### config.mk
export PLATFORM = sky130hd
export DESIGN_NAME = branch_pc_unit_flat
export DESIGN_NICKNAME = d
export VERILOG_FILES = /design/src/rtl/branch_pc_unit_if.sv /design/src/rtl/branch_pc_unit.sv /design/src/flat_wrapper.sv
export SDC_FILE = /design/constraint.sdc
export NUM_CORES = 1
export LEC_CHECK = 0
export BUFFER_PORTS_ARGS = -buffer_cell sky130_fd_sc_hd__buf_2
export CAP_MARGIN = 10
export CELL_PAD_IN_SITES_DETAIL_PLACEMENT = 0
export CELL_PAD_IN_SITES_GLOBAL_PLACEMENT = 1
export CORE_MARGIN = 2
export CORE_UTILIZATION = 34
export CTS_BUF_LIST = sky130_fd_sc_hd__clkbuf_4
export DETAILED_ROUTE_END_ITERATION = 6
export PLACE_DENSITY = 0.84
export SKIP_LAST_GASP = 1
export SLEW_MARGIN = 0
export SYNTH_ARGS = -nofsm -noshare
export SYNTH_HDL_FRONTEND = slang
export SYNTH_SLANG_ARGS = --single-unit
### constraint.sdc
create_clock -name clk -period 2.9 [get_ports clk]
set_clock_uncertainty 0.05 [all_clocks]
set_input_delay 0.29 -clock clk [delete_from_list [all_inputs] [get_ports clk]]
set_output_delay 0.29 -clock clk [all_outputs]
set_load 0.005 [all_outputs]
### src/rtl/branch_pc_unit_if.sv
// Execute-to-PC-unit bundle: ALU flags and control bits in, PC, redirect, trap and counter state out.
interface branch_pc_unit_if #(
  parameter int DATA_WIDTH = 32,
  parameter int CNT_WIDTH  = 32
);
  logic                  stall;
  logic                  Branch;
  logic                  Jump;
  logic                  Jalr;
  logic [2:0]            Funct3;
  logic [DATA_WIDTH-1:0] Imm;
  logic [DATA_WIDTH-1:0] ALUResult;
  logic                  Con_BLT;
  logic                  Con_BGT;
  logic                  zero;
  logic [DATA_WIDTH-1:0] PC;
  logic [DATA_WIDTH-1:0] PCPlus4;
  logic                  BrTaken;
  logic                  TrapPulse;
  logic [DATA_WIDTH-1:0] TrapPC;
  logic                  Halted;
  logic [CNT_WIDTH-1:0]  BranchCount;
  logic [CNT_WIDTH-1:0]  TakenCount;

  modport master (
    output stall, Branch, Jump, Jalr, Funct3, Imm, ALUResult, Con_BLT, Con_BGT, zero,
    input  PC, PCPlus4, BrTaken, TrapPulse, TrapPC, Halted, BranchCount, TakenCount
  );

  modport slave (
    input  stall, Branch, Jump, Jalr, Funct3, Imm, ALUResult, Con_BLT, Con_BGT, zero,
    output PC, PCPlus4, BrTaken, TrapPulse, TrapPC, Halted, BranchCount, TakenCount
  );
endinterface

### src/rtl/branch_pc_unit.sv
// Branch resolution and architectural PC: picks the next fetch address, traps misaligned
// redirects, and counts resolved/taken conditional branches.
module branch_pc_unit #(
  parameter int                    DATA_WIDTH   = 32,
  parameter logic [DATA_WIDTH-1:0] RESET_VECTOR = 32'h0000_0000,
  parameter logic [DATA_WIDTH-1:0] TRAP_VECTOR  = 32'h0000_0100,
  parameter int                    HALT_ON_TRAP = 0,
  parameter int                    CNT_WIDTH    = 32
) (
  input logic             clk,
  input logic             reset,
  branch_pc_unit_if.slave bus
);
  typedef enum logic [1:0] {BOOT = 2'd0, RUN = 2'd1, HALTED = 2'd2} state_t;

  state_t                state, state_nxt;
  logic [DATA_WIDTH-1:0] pc, pc_nxt, trap_pc, trap_pc_nxt;
  logic                  trap_pulse, trap_pulse_nxt;
  logic [CNT_WIDTH-1:0]  br_cnt, br_cnt_nxt, tk_cnt, tk_cnt_nxt;
  logic                  cond, redirect, is_branch, misaligned, active;
  logic [DATA_WIDTH-1:0] pc_plus4, target;

  assign pc_plus4 = pc + DATA_WIDTH'(4);

  // BLTU/BGEU share Con_BLT: the ALU already chose signed/unsigned compare from Funct3
  always_comb begin
    cond = 1'b0;
    case (bus.Funct3)
      3'b000:  cond = bus.zero;
      3'b001:  cond = !bus.zero;
      3'b100:  cond = bus.Con_BLT;
      3'b101:  cond = !bus.Con_BLT;
      3'b110:  cond = bus.Con_BLT;
      3'b111:  cond = !bus.Con_BLT;
      default: cond = 1'b0;
    endcase
  end

  assign is_branch = bus.Branch && !bus.Jump && !bus.Jalr;
  assign redirect  = bus.Jalr || bus.Jump || (bus.Branch && cond);
  assign active    = (state == RUN) && !bus.stall;

  always_comb begin
    target = pc_plus4;
    if (bus.Jalr)                          target = {bus.ALUResult[DATA_WIDTH-1:1], 1'b0};
    else if (bus.Jump || (bus.Branch && cond)) target = pc + bus.Imm;
  end

  assign misaligned = redirect && target[1];

  always_comb begin
    state_nxt      = state;
    pc_nxt         = pc;
    trap_pc_nxt    = trap_pc;
    trap_pulse_nxt = 1'b0;
    br_cnt_nxt     = br_cnt;
    tk_cnt_nxt     = tk_cnt;
    case (state)
      BOOT:   state_nxt = RUN;
      RUN: begin
        if (!bus.stall) begin
          if (misaligned) begin
            trap_pc_nxt    = pc;
            trap_pulse_nxt = 1'b1;
            if (HALT_ON_TRAP != 0) state_nxt = HALTED;
            else                   pc_nxt    = TRAP_VECTOR;
          end else begin
            pc_nxt = target;
          end
          // a taken branch counts even when its target traps
          if (is_branch) begin
            br_cnt_nxt = br_cnt + CNT_WIDTH'(1);
            if (cond) tk_cnt_nxt = tk_cnt + CNT_WIDTH'(1);
          end
        end
      end
      HALTED: state_nxt = HALTED;
      default: state_nxt = BOOT;
    endcase
  end

  always_ff @(posedge clk) begin
    if (reset) begin
      state      <= BOOT;
      pc         <= RESET_VECTOR;
      trap_pc    <= '0;
      trap_pulse <= 1'b0;
      br_cnt     <= '0;
      tk_cnt     <= '0;
    end else begin
      state      <= state_nxt;
      pc         <= pc_nxt;
      trap_pc    <= trap_pc_nxt;
      trap_pulse <= trap_pulse_nxt;
      br_cnt     <= br_cnt_nxt;
      tk_cnt     <= tk_cnt_nxt;
    end
  end

  // The ALU never reports less-than and greater-than together
  flag_consistency: assert property (@(posedge clk) disable iff (reset)
    !(bus.Branch && bus.Con_BLT && bus.Con_BGT));

  assign bus.PC          = pc;
  assign bus.PCPlus4     = pc_plus4;
  assign bus.BrTaken     = redirect && active;
  assign bus.TrapPulse   = trap_pulse;
  assign bus.TrapPC      = trap_pc;
  assign bus.Halted      = (state == HALTED);
  assign bus.BranchCount = br_cnt;
  assign bus.TakenCount  = tk_cnt;
endmodule
### src/flat_wrapper.sv
// flat-port wrapper written by rule: the top's interface ports become plain ports
module branch_pc_unit_flat 
#(
  parameter int                    DATA_WIDTH   = 32,
  parameter logic [DATA_WIDTH-1:0] RESET_VECTOR = 32'h0000_0000,
  parameter logic [DATA_WIDTH-1:0] TRAP_VECTOR  = 32'h0000_0100,
  parameter int                    HALT_ON_TRAP = 0,
  parameter int                    CNT_WIDTH    = 32
)
  (clk, reset, bus_stall, bus_Branch, bus_Jump, bus_Jalr, bus_Funct3, bus_Imm, bus_ALUResult, bus_Con_BLT, bus_Con_BGT, bus_zero, bus_PC, bus_PCPlus4, bus_BrTaken, bus_TrapPulse, bus_TrapPC, bus_Halted, bus_BranchCount, bus_TakenCount);
  branch_pc_unit_if #(.DATA_WIDTH(DATA_WIDTH), .CNT_WIDTH(CNT_WIDTH)) bus_i ();
  input logic clk;
  input logic reset;
  input wire logic [$bits(bus_i.stall)-1:0] bus_stall;
  input wire logic [$bits(bus_i.Branch)-1:0] bus_Branch;
  input wire logic [$bits(bus_i.Jump)-1:0] bus_Jump;
  input wire logic [$bits(bus_i.Jalr)-1:0] bus_Jalr;
  input wire logic [$bits(bus_i.Funct3)-1:0] bus_Funct3;
  input wire logic [$bits(bus_i.Imm)-1:0] bus_Imm;
  input wire logic [$bits(bus_i.ALUResult)-1:0] bus_ALUResult;
  input wire logic [$bits(bus_i.Con_BLT)-1:0] bus_Con_BLT;
  input wire logic [$bits(bus_i.Con_BGT)-1:0] bus_Con_BGT;
  input wire logic [$bits(bus_i.zero)-1:0] bus_zero;
  output wire logic [$bits(bus_i.PC)-1:0] bus_PC;
  output wire logic [$bits(bus_i.PCPlus4)-1:0] bus_PCPlus4;
  output wire logic [$bits(bus_i.BrTaken)-1:0] bus_BrTaken;
  output wire logic [$bits(bus_i.TrapPulse)-1:0] bus_TrapPulse;
  output wire logic [$bits(bus_i.TrapPC)-1:0] bus_TrapPC;
  output wire logic [$bits(bus_i.Halted)-1:0] bus_Halted;
  output wire logic [$bits(bus_i.BranchCount)-1:0] bus_BranchCount;
  output wire logic [$bits(bus_i.TakenCount)-1:0] bus_TakenCount;
  assign bus_i.stall = bus_stall;
  assign bus_i.Branch = bus_Branch;
  assign bus_i.Jump = bus_Jump;
  assign bus_i.Jalr = bus_Jalr;
  assign bus_i.Funct3 = bus_Funct3;
  assign bus_i.Imm = bus_Imm;
  assign bus_i.ALUResult = bus_ALUResult;
  assign bus_i.Con_BLT = bus_Con_BLT;
  assign bus_i.Con_BGT = bus_Con_BGT;
  assign bus_i.zero = bus_zero;
  assign bus_PC = bus_i.PC;
  assign bus_PCPlus4 = bus_i.PCPlus4;
  assign bus_BrTaken = bus_i.BrTaken;
  assign bus_TrapPulse = bus_i.TrapPulse;
  assign bus_TrapPC = bus_i.TrapPC;
  assign bus_Halted = bus_i.Halted;
  assign bus_BranchCount = bus_i.BranchCount;
  assign bus_TakenCount = bus_i.TakenCount;
  branch_pc_unit #(.DATA_WIDTH(DATA_WIDTH), .RESET_VECTOR(RESET_VECTOR), .TRAP_VECTOR(TRAP_VECTOR), .HALT_ON_TRAP(HALT_ON_TRAP), .CNT_WIDTH(CNT_WIDTH)) u_core (.clk(clk), .reset(reset), .bus(bus_i));
endmodule
==> impl_metrics.py, run 1 <==
metrics = {
    "cells_and_area": {
        "area_growth_syn_to_layout_pct": 32.5,
        "nets": 1437,
        "drive_above_1_share": 0.288,
        "fin_area_um2": 10400,
        "final_cells": 1627,
        "fillCellCount": 2331,
    },
    "timing": {
        "post-route-period-util": 0.991,
        "period_needed_ps": 2870,
        "slew_headroom": 0.538,
        "fmax_mhz": 348,
        "worst_slack_ps": 25.6,
        "hold_viol_final": 0,
        "rsz0062_at_grt": "yes",
        "setup_viol": 0,
        "timing.hold.ws_ps": 28.9,
        "maxSlewViolCount": 0,
        "worstMarginPinSlew_ps": 691,
    },
    "hold_path": {
        "hold_start": "bus_ALUResult[8]",
        "hp-class": "in2reg",
    },
    "routing": {
        "antenna_left": 0,
        "routed_wl_um": 26800,
        "vias": 8498,
        "vias_per_cell": 5.22,
        "post-route-drc-count": 0,
        "drt_iter0_drc": 754,
        "wire_per_inst_um": 16.5,
        "dr.pass1.iters": 7,
    },
    "power_and_ir_drop": {
        "p_per_area_nw_per_um2": 378,
        "total_power_mw": 3.94,
        "p_leak_nw": 4.75,
        "vdd_drop_max_v": 0.000189,
    },
    "global_route": {
        "overflow": 0,
        "grt_max_degree": 47,
        "antenna_found_initial": 2,
        "grt_pass1_vias": 7888,
        "grt_pass1_wl_um": 41700,
        "grtUsageTotal": 0.216,
    },
    "synthesis": {
        "ys.flop_type": "dfxtp_1",
        "ys.warnings.count": 0,
        "yosysTopAreaCell": "dfxtp_1",
        "avgSynthCellArea_um2": 7.63,
        "ys_ff_latch": 131,
        "synth_top_area_share": 0.333,
        "synth_edf_count": 0,
        "synth_cells": 1031,
        "syn_area_um2": 7870,
        "synth_seq_area_share": 0.333,
        "synth_area_leaders": "dfxtp_1 (33%), nand2_1 (8.5%), xor2_1 (6.3%)",
        "synth_cell_types": 61,
        "async_reset_ff_frac": 0,
        "synth_nets": 1142,
    },
    "die": {
        "coreArea_um2": 22700,
        "rows": 55,
        "fp.dieW_um": 156,
        "start_util": 0.347,
        "die_y_um": 156,
        "num_io_pins": 239,
        "die_area_um2": 24400,
    },
    "clocking": {
        "cts-root-buf": "clkbuf_4",
        "clk_latency_ps": 590,
        "h-tree-depth": 4,
        "cts_buffers": 17,
        "clk_pin_slew_worst_paths_ps": 140,
        "cts_tree": "yes",
        "clock-sinks": 131,
        "cts_buffer_depth": 2,
    },
    "status": {
        "status": "finished, final reports clean",
    },
    "flow_run": {
        "drv_cap": 0,
    },
    "setup_path": {
        "cp_max_fo": 5,
        "startpoint": "u_core.bus.PC[3]",
        "cp.arrival_ps": 2530,
        "r2r_start": "u_core.bus.PC[3]",
        "crit_path_end_kind": "output port",
        "critPathLaunchType": "flop",
        "cp.required_ps": 2560,
        "critical_path_class": "reg2out",
    },
    "placed_design": {
        "numPortBuffers": 236,
        "dp_worst_setup_slack_ps": -3.07,
        "routabilityCongestion": 0.858,
        "dpl.hpwl_um": 20000,
        "place_area_um2": 9620,
        "placed_cells": 1556,
    },
}
[flip-flops by register name, summed over array words and instances, names as in the netlist]
| signal | cells |
|---|---|
| u_core.bus.TrapPulse | 1 |
| u_core.bus.BranchCount | 32 |
| u_core.bus.PC | 32 |
| u_core.bus.TakenCount | 32 |
| u_core.bus.TrapPC | 32 |
| u_core.state | 2 |
[cells in the mapped netlist (19+ instances only)]
library cell	count
nand4_1	23
ha_1	34
dfxtp_1	131
and3_1	26
a21oi_1	98
nor2_1	101
nor3_1	22
xor2_1	57
nand3_1	19
o21ai_0	76
xnor2_1	41
nand2_1	178
clkbuf_1	43
[power by group]
group	internal (mW)	switching, mW	leakage [nW]
Combinational	0.325	0.423	3.53
Sequential	1.83	0.0292	1.06
Clock	0.466	0.876	0.154
Total	2.62	1.33	4.75
[repair_timing]
action	in CTS	in global routing
endpoints found under the hold margin	38	0
pin swaps	2	13
setup buffers	5	9
setup endpoints to repair	16	23
hold buffers	23	0
gates resized for setup	18	29
[metrics by stage]
stage          TNS [ps]  utilization
2_1_floorplan         0            -
3_3_place_gp          0        0.424
3_5_place_dp      -3.07        0.424
4_1_cts           -30.2        0.451
5_1_grt            -273        0.459
6_report              0        0.459
[critical path: stages (launching register included)]
cell and delay, ps:
dfxtp_4 400, ha_4 150, nand3_4 80, or2_4 290
or2_4 280, nor3_4 150, buf_6 130, nand4_1 140
xnor2_2 180, buf_2 140
[kinds of logic (layout without fill, tap and decap cells)]
group | Yosys count | count (layout) | synth area share
AOI/OAI and AO/OA | 251 | 251 | 0.191
xor gates and xnor gates | 98 | 98 | 0.109
adders and majority gates | 35 | 35 | 0.0566
buffers and inverters | 66 | 374 | 0.0339
DFF | 131 | 131 | 0.333
muxes | 9 | 9 | 0.0116
other | 0 | 3 | 0
and+or+nand+nor | 441 | 441 | 0.265
[layout make-up]
cell class                      instances  area (µm²)  area share
Clock buffer                           17         128      0.0122
Antenna cell                            3        7.51    0.000720
Tap cell                              285         357      0.0342
Timing Repair Buffer                  327        1950       0.187
Sequential cell                       131        2640       0.253
Clock inverter                         15         159      0.0152
Inverter                               15        56.3     0.00540
Multi-Input combinational cell        834        5130       0.492
[layout by cell type, fill, tap and decap left out, types with 33 or more instances in the layout]
| cell | count |
|---|---|
| a21oi_1 | 96 |
| nor2_1 | 99 |
| ha_1 | 33 |
| buf_4 | 64 |
| buf_2 | 235 |
| o21ai_0 | 75 |
| nand2_1 | 176 |
| xnor2_1 | 38 |
| xor2_1 | 56 |
| dfxtp_1 | 121 |
[per-layer routing]
layer  wire length (µm)  global-route usage  part of all wire
met5                  0                   0                 0
met4                490              0.0743             0.018
met3               1690              0.0333             0.063
met2              12300               0.354              0.46
met1              12400               0.291              0.46
[worst paths after layout]
| kind | endpoint | slack, ps | depth (start not counted) |
|---|---|---|---|
| hold / removal | u_core.bus.PC[8] | 30 | 4 |
| setup reg to reg | u_core.bus.PC[30] | 90 | 15 |
| hold reg to reg | u_core.bus.TrapPC[24] | 410 | 2 |
| setup / recovery | bus_PCPlus4[30] | 30 | 9 |
Power figures use the tool's default switching activity.
==> inputs of run 2 (changes only) <==
--- a/config.mk
+++ b/config.mk
@@ -11,8 +11,8 @@
 export CELL_PAD_IN_SITES_GLOBAL_PLACEMENT = 1
 export CORE_MARGIN = 2
-export CORE_UTILIZATION = 34
+export CORE_UTILIZATION = 38
 export CTS_BUF_LIST = sky130_fd_sc_hd__clkbuf_4
 export DETAILED_ROUTE_END_ITERATION = 6
-export PLACE_DENSITY = 0.84
+export PLACE_DENSITY = 0.88
 export SKIP_LAST_GASP = 1
 export SLEW_MARGIN = 0
==> constraint.sdc (replaced) <==
create_clock -name clk -period 2.8 [get_ports clk]
set_clock_uncertainty 0.05 [all_clocks]
set_input_delay 0 -clock clk [delete_from_list [all_inputs] [get_ports clk]]
set_output_delay 0 -clock clk [all_outputs]
set_load 0.005 [all_outputs]
==> impl_metrics.py, run 2 (synthesis results as in run 1) <==
metrics = {
    "die": {
        "start_util": 0.388,
        "die_y_um": 148,
        "die_area_um2": 21900,
        "fp.dieW_um": 148,
        "rows": 52,
        "coreArea_um2": 20300,
        "num_io_pins": 239,
    },
    "cells_and_area": {
        "final_util": 0.518,
        "most-common-layout-cells": "buf_2 (235), nand2_1 (176), dfxtp_1 (128)",
        "mostFrequentLayoutCell": "buf_2",
        "multi_input_area_um2": 5080,
        "fillCellCount": 2063,
        "drive_above_1_share": 0.270,
        "nets": 1458,
        "final_cells": 1631,
        "area_growth_syn_to_layout_pct": 33.7,
        "seqCellArea_um2": 2630,
    },
    "routing": {
        "vias": 8625,
        "routed_wl_um": 27000,
        "wire_per_inst_um": 16.6,
        "antenna_left": 0,
        "dr.pass1.iters": 7,
        "vias_per_cell": 5.29,
        "drt_iter0_drc": 638,
        "post-route-drc-count": 0,
    },
    "global_route": {
        "grt_pass1_wl_um": 42800,
        "grt_max_degree": 66,
        "grt_util_met1": 0.337,
        "overflow": 0,
        "grtUsageMet3": 0.0417,
        "antenna_found_initial": 1,
        "grt_util_met2": 0.391,
        "busiest_layer": "met2",
        "grtUsageTotal": 0.245,
        "grt_pass1_vias": 8122,
    },
    "placed_design": {
        "dpl.hpwl_um": 20100,
        "placed_cells": 1548,
        "routabilityCongestion": 0.926,
        "numPortBuffers": 236,
    },
    "setup_path": {
        "cp.arrival_ps": 3110,
        "cp_cell_sequence": "ha_1, o211ai_1, o211ai_1, a31oi_2, o21ai_2, o31ai_1, buf_4, o311a_1, nor3_1, o21ai_0, o2bb2ai_1",
        "critical_path_class": "reg2reg",
        "cp_num_buf_inv": 1,
        "path_common_cell": "o211ai_1",
        "slowest_stage": "dfxtp_2",
        "cp_top_family": "compound AO/OA/AOI/OAI gates",
        "crit_path_end_kind": "flop",
        "cp_max_fo": 8,
        "r2r_setup_slack_ps": 80,
        "critPathMaxStageDelay_ps": 350,
        "cp.required_ps": 3200,
        "critPathLaunchType": "flop",
    },
    "clocking": {
        "clk_latency_ps": 570,
        "cts-root-buf": "clkbuf_4",
        "cts_buffer_depth": 2,
        "clk_pin_slew_worst_paths_ps": 130,
        "h-tree-depth": 4,
        "clock-sinks": 131,
        "cts_buffers": 17,
        "cts_tree": "yes",
    },
    "timing": {
        "post-route-period-util": 0.971,
        "maxSlewViolCount": 0,
        "rsz0062_at_grt": "yes",
        "tns_ps": 0,
        "slew_headroom": 0.503,
        "worstMarginPinSlew_ps": 745,
        "hold_viol_final": 0,
        "setup_viol": 0,
        "timing.hold.ws_ps": 67.8,
        "period_needed_ps": 2720,
        "fmax_mhz": 368,
    },
    "power_and_ir_drop": {
        "p_per_area_nw_per_um2": 382,
        "total_power_mw": 4.02,
        "p_leak_nw": 4.75,
        "vdd_drop_max_v": 0.000225,
    },
    "hold_path": {
        "hp-class": "in2reg",
    },
    "status": {
        "status": "finished, final reports clean",
    },
    "flow_run": {
        "drv_cap": 0,
    },
}
## run 2: path summary, 6_finish.rpt
check / cells after the start / to / start
setup / recovery: 11 / u_core.bus.PC[31] / u_core.bus.PC[3]
hold / removal: 5 / u_core.bus.PC[8] / bus_ALUResult[1]
setup reg to reg: 11 / u_core.bus.PC[31] / u_core.bus.PC[3]
hold reg to reg: 1 / u_core.state[0] / u_core.state[1]
## run 2: stage by stage
step	setup slack, ps	instance area, µm²
2_1_floorplan	19.2	7870
3_3_place_gp	-0.894	9650
3_5_place_dp	-19.8	9650
4_1_cts	-39.7	10400
5_1_grt	-79.3	10500
6_report	81.7	10500
## run 2: what timing repair did
item,4_1_cts,5_1_grt
setup buffers,0,1
resized for setup,7,20
hold buffers,49,0
cloned,0,0
endpoints found under the hold margin,67,0
endpoints found under the setup margin,8,33
pin swaps,1,6
## run 2: tightest hold or removal path, stage by stage
cell and delay [ps]:
buf_2 110, nand2_1 80, o311a_1 180, buf_4 160, a211oi_1 90
## run 2: area by class of cell
cell class                      count  share of cell area
Timing Repair Buffer              348               0.204
Multi-Input combinational cell    834               0.483
Inverter                           15             0.00535
Clock inverter                     15              0.0138
Sequential cell                   131               0.250
Tap cell                          270              0.0321
Clock buffer                       17              0.0121
Antenna cell                        1            0.000238
## run 2: where the power goes
part	switching [mW]	leakage [nW]	total, mW	internal, mW
combinational	0.460	3.56	0.813	0.353
sequential	0.0213	1.06	1.91	1.89
clock	0.836	0.136	1.30	0.461
## run 2: per-layer routing
layer | share of wire | wire length [µm]
met5 | 0 | 0
met4 | 0.024 | 648
met3 | 0.071 | 1930
met2 | 0.45 | 12200
met1 | 0.45 | 12200
==> inputs of run 3 (changes only) <==
ABC_AREA = 1   (was default)
PLACE_DENSITY = 0.89   (was 0.88)
==> impl_metrics.py, run 3 <==
metrics = {
    "synthesis": {
        "synthAdderAreaFrac": 0.0457,
        "ys.flop_type": "dfxtp_1",
        "synth-compound-area-share": 0.123,
        "ys_ff_latch": 131,
        "synth_area_leaders": "dfxtp_1 (27%), nand2_1 (19%), inv_1 (8.4%)",
        "synthSimpleGateAreaFrac": 0.401,
        "ys.warnings.count": 0,
        "synth_top_area_share": 0.269,
        "muxShareOfSynthArea": 0,
        "synth_seq_area_share": 0.269,
        "synth_common_cells": "nand2_1 (488), inv_1 (217), nor2_1 (201), dfxtp_1 (131), a21oi_1 (127)",
        "async_reset_ff_frac": 0,
        "synth_cells": 1626,
        "synth-xor-area-share": 0.0528,
        "synth_nets": 1737,
        "syn_area_um2": 9750,
        "yosysTopAreaCell": "dfxtp_1",
        "synth_cell_types": 52,
        "avgSynthCellArea_um2": 5.99,
        "synth_most_common_cell": "nand2_1",
        "synth_edf_count": 0,
        "synth_top_family_by_area": "simple AND/OR/NAND/NOR gates",
    },
    "die": {
        "die_y_um": 164,
        "rows": 58,
        "coreArea_um2": 25200,
        "die_area_um2": 26900,
        "start_util": 0.387,
        "num_io_pins": 239,
        "fp.dieW_um": 164,
    },
    "timing": {
        "post-route-period-util": 0.974,
        "worstMarginPinSlew_ps": 943,
        "setup_viol": 0,
        "tns_ps": 0,
        "slew_headroom": 0.372,
        "worst_slack_ps": 71.7,
        "timing.hold.ws_ps": 26.5,
        "period_needed_ps": 2730,
        "maxSlewViolCount": 0,
        "fmax_mhz": 367,
        "rsz0062_at_grt": "yes",
        "hold_viol_final": 0,
    },
    "clocking": {
        "cts-root-buf": "clkbuf_4",
        "cts_tree": "yes",
        "cts_buffer_depth": 2,
        "h-tree-depth": 4,
        "cts_buffers": 17,
        "clk_pin_slew_worst_paths_ps": 160,
        "clk_latency_ps": 580,
        "clock-sinks": 131,
    },
    "setup_path": {
        "critPathMaxStageDelay_ps": 550,
        "r2r_start": "u_core.bus.PC[4]",
        "cp_num_buf_inv": 2,
        "slowest_stage": "dlygate4sd3_1",
        "r2r_setup_slack_ps": 70,
        "cp_cell_sequence": "inv_1, nor2_1, nand3_2, nor2_4, xor2_1, a21oi_1, o21ai_0, nand2_1, dlygate4sd3_1, a21oi_1",
        "cp.arrival_ps": 3180,
        "path_common_cell": "a21oi_1",
        "r2r_end": "u_core.bus.PC[13]",
        "cp_max_fo": 6,
        "crit_path_end_kind": "flop",
        "cp_top_family": "simple AND/OR/NAND/NOR gates",
        "critPathLaunchType": "flop",
        "critical_path_class": "reg2reg",
        "cp.required_ps": 3250,
        "worst-r2r-cell-count": 10,
    },
    "routing": {
        "vias": 11353,
        "antenna_left": 0,
        "wire_per_inst_um": 15.5,
        "drt_iter0_drc": 930,
        "vias_per_cell": 5.01,
        "routed_wl_um": 35100,
        "post-route-drc-count": 0,
        "dr.pass1.iters": 6,
    },
    "global_route": {
        "grt_pass1_vias": 10376,
        "antenna_found_initial": 1,
        "grt_pass1_wl_um": 53800,
        "overflow": 0,
        "grt_max_degree": 74,
        "grtUsageTotal": 0.256,
    },
    "power_and_ir_drop": {
        "vdd_drop_max_v": 0.000207,
        "p_leak_nw": 6.09,
        "total_power_mw": 4.40,
        "p_per_area_nw_per_um2": 357,
    },
    "hold_path": {
        "hold_path_depth": 4,
        "hold_start": "reset",
        "hp-class": "in2reg",
        "hold-path-endpoint": "u_core.bus.BranchCount[2]",
    },
    "placed_design": {
        "numPortBuffers": 236,
        "dp_worst_setup_slack_ps": 382,
        "routabilityCongestion": 0.998,
        "placed_cells": 2172,
        "dpl.hpwl_um": 27400,
        "place_area_um2": 11300,
    },
    "flow_run": {
        "drv_cap": 0,
    },
    "cells_and_area": {
        "drive_above_1_share": 0.184,
        "fillCellCount": 2717,
        "final_util": 0.489,
        "fin_area_um2": 12300,
        "nets": 2031,
        "final_cells": 2264,
        "most-common-layout-cells": "nand2_1 (487), buf_2 (236), inv_1 (217)",
        "area_growth_syn_to_layout_pct": 26.4,
        "multi_input_area_um2": 6130,
        "mostFrequentLayoutCell": "nand2_1",
        "seqCellArea_um2": 2630,
    },
    "status": {
        "status": "finished, final reports clean",
    },
}
[run 3: changes by cell type in the layout (fill, tap and decap cells not counted), sizes merged, moves of 17 or more]
cell   delta
xor2     -17
nor3     +32
xnor2    -24
nand2   +318
and3     -26
a21oi    +31
nor2    +108
or3      -18
buf      -38
nand3    +65
inv     +209
[run 3: how the worst max path moves through the flow]
stage          slack [ps]             start                 to  cells after the start
4_1_cts                30  u_core.bus.PC[2]  u_core.bus.PC[13]                     11
5_1_grt               -90  u_core.bus.PC[4]  u_core.bus.PC[21]                     11
6_report               70  u_core.bus.PC[4]  u_core.bus.PC[13]                     10
2_1_floorplan         800  u_core.bus.PC[0]  u_core.bus.PC[24]                     15
3_3_place_gp          420  u_core.bus.PC[0]  u_core.bus.PC[28]                     15
3_5_place_dp          380  u_core.bus.PC[0]  u_core.bus.PC[28]                     15
[run 3: repair_timing]
action,CTS,global route
hold buffers,59,0
setup buffers,0,0
gates resized for setup,0,19
setup endpoints to repair,0,13
endpoints found under the hold margin,39,0
[run 3: routing by layer]
metal	vias to the layer above	track usage	share of wire
li1	5774	-	-
met1	5086	0.338	0.44
met2	423	0.426	0.46
met3	70	0.0288	0.068
met4	0	0.0993	0.032
met5	-	0	0
[run 3: area by class of cell]
| type | instances | share of cell area |
|---|---|---|
| Inverter | 224 | 0.0683 |
| Timing Repair Buffer | 320 | 0.160 |
| Clock buffer | 17 | 0.0104 |
| Sequential cell | 131 | 0.214 |
| Antenna cell | 1 | 0.000203 |
| Multi-Input combinational cell | 1226 | 0.498 |
| Tap cell | 330 | 0.0335 |
| Clock inverter | 15 | 0.0156 |
[run 3: cell families (layout without fill, tap and decap cells)]
logic type | Yosys count | in the layout
adders and majority gates | 35 | 35
other | 0 | 1
AOI/OAI and AO/OA | 228 | 228
DFF | 131 | 131
xor gates and xnor gates | 57 | 57
and+or+nand+nor | 906 | 906
buffers and inverters | 269 | 576
[run 3: power by group]
group	leakage [nW]	switching (mW)	total, mW	internal, mW
Clock	0.164	0.878	1.52	0.644
Sequential	1.06	0.0573	1.97	1.91
Combinational	4.86	0.547	0.908	0.361
[run 3: worst min-delay path, stage by stage]
cell and delay [ps]:
buf_2 90, inv_1 300, nand2_1 180, nor2_1 30
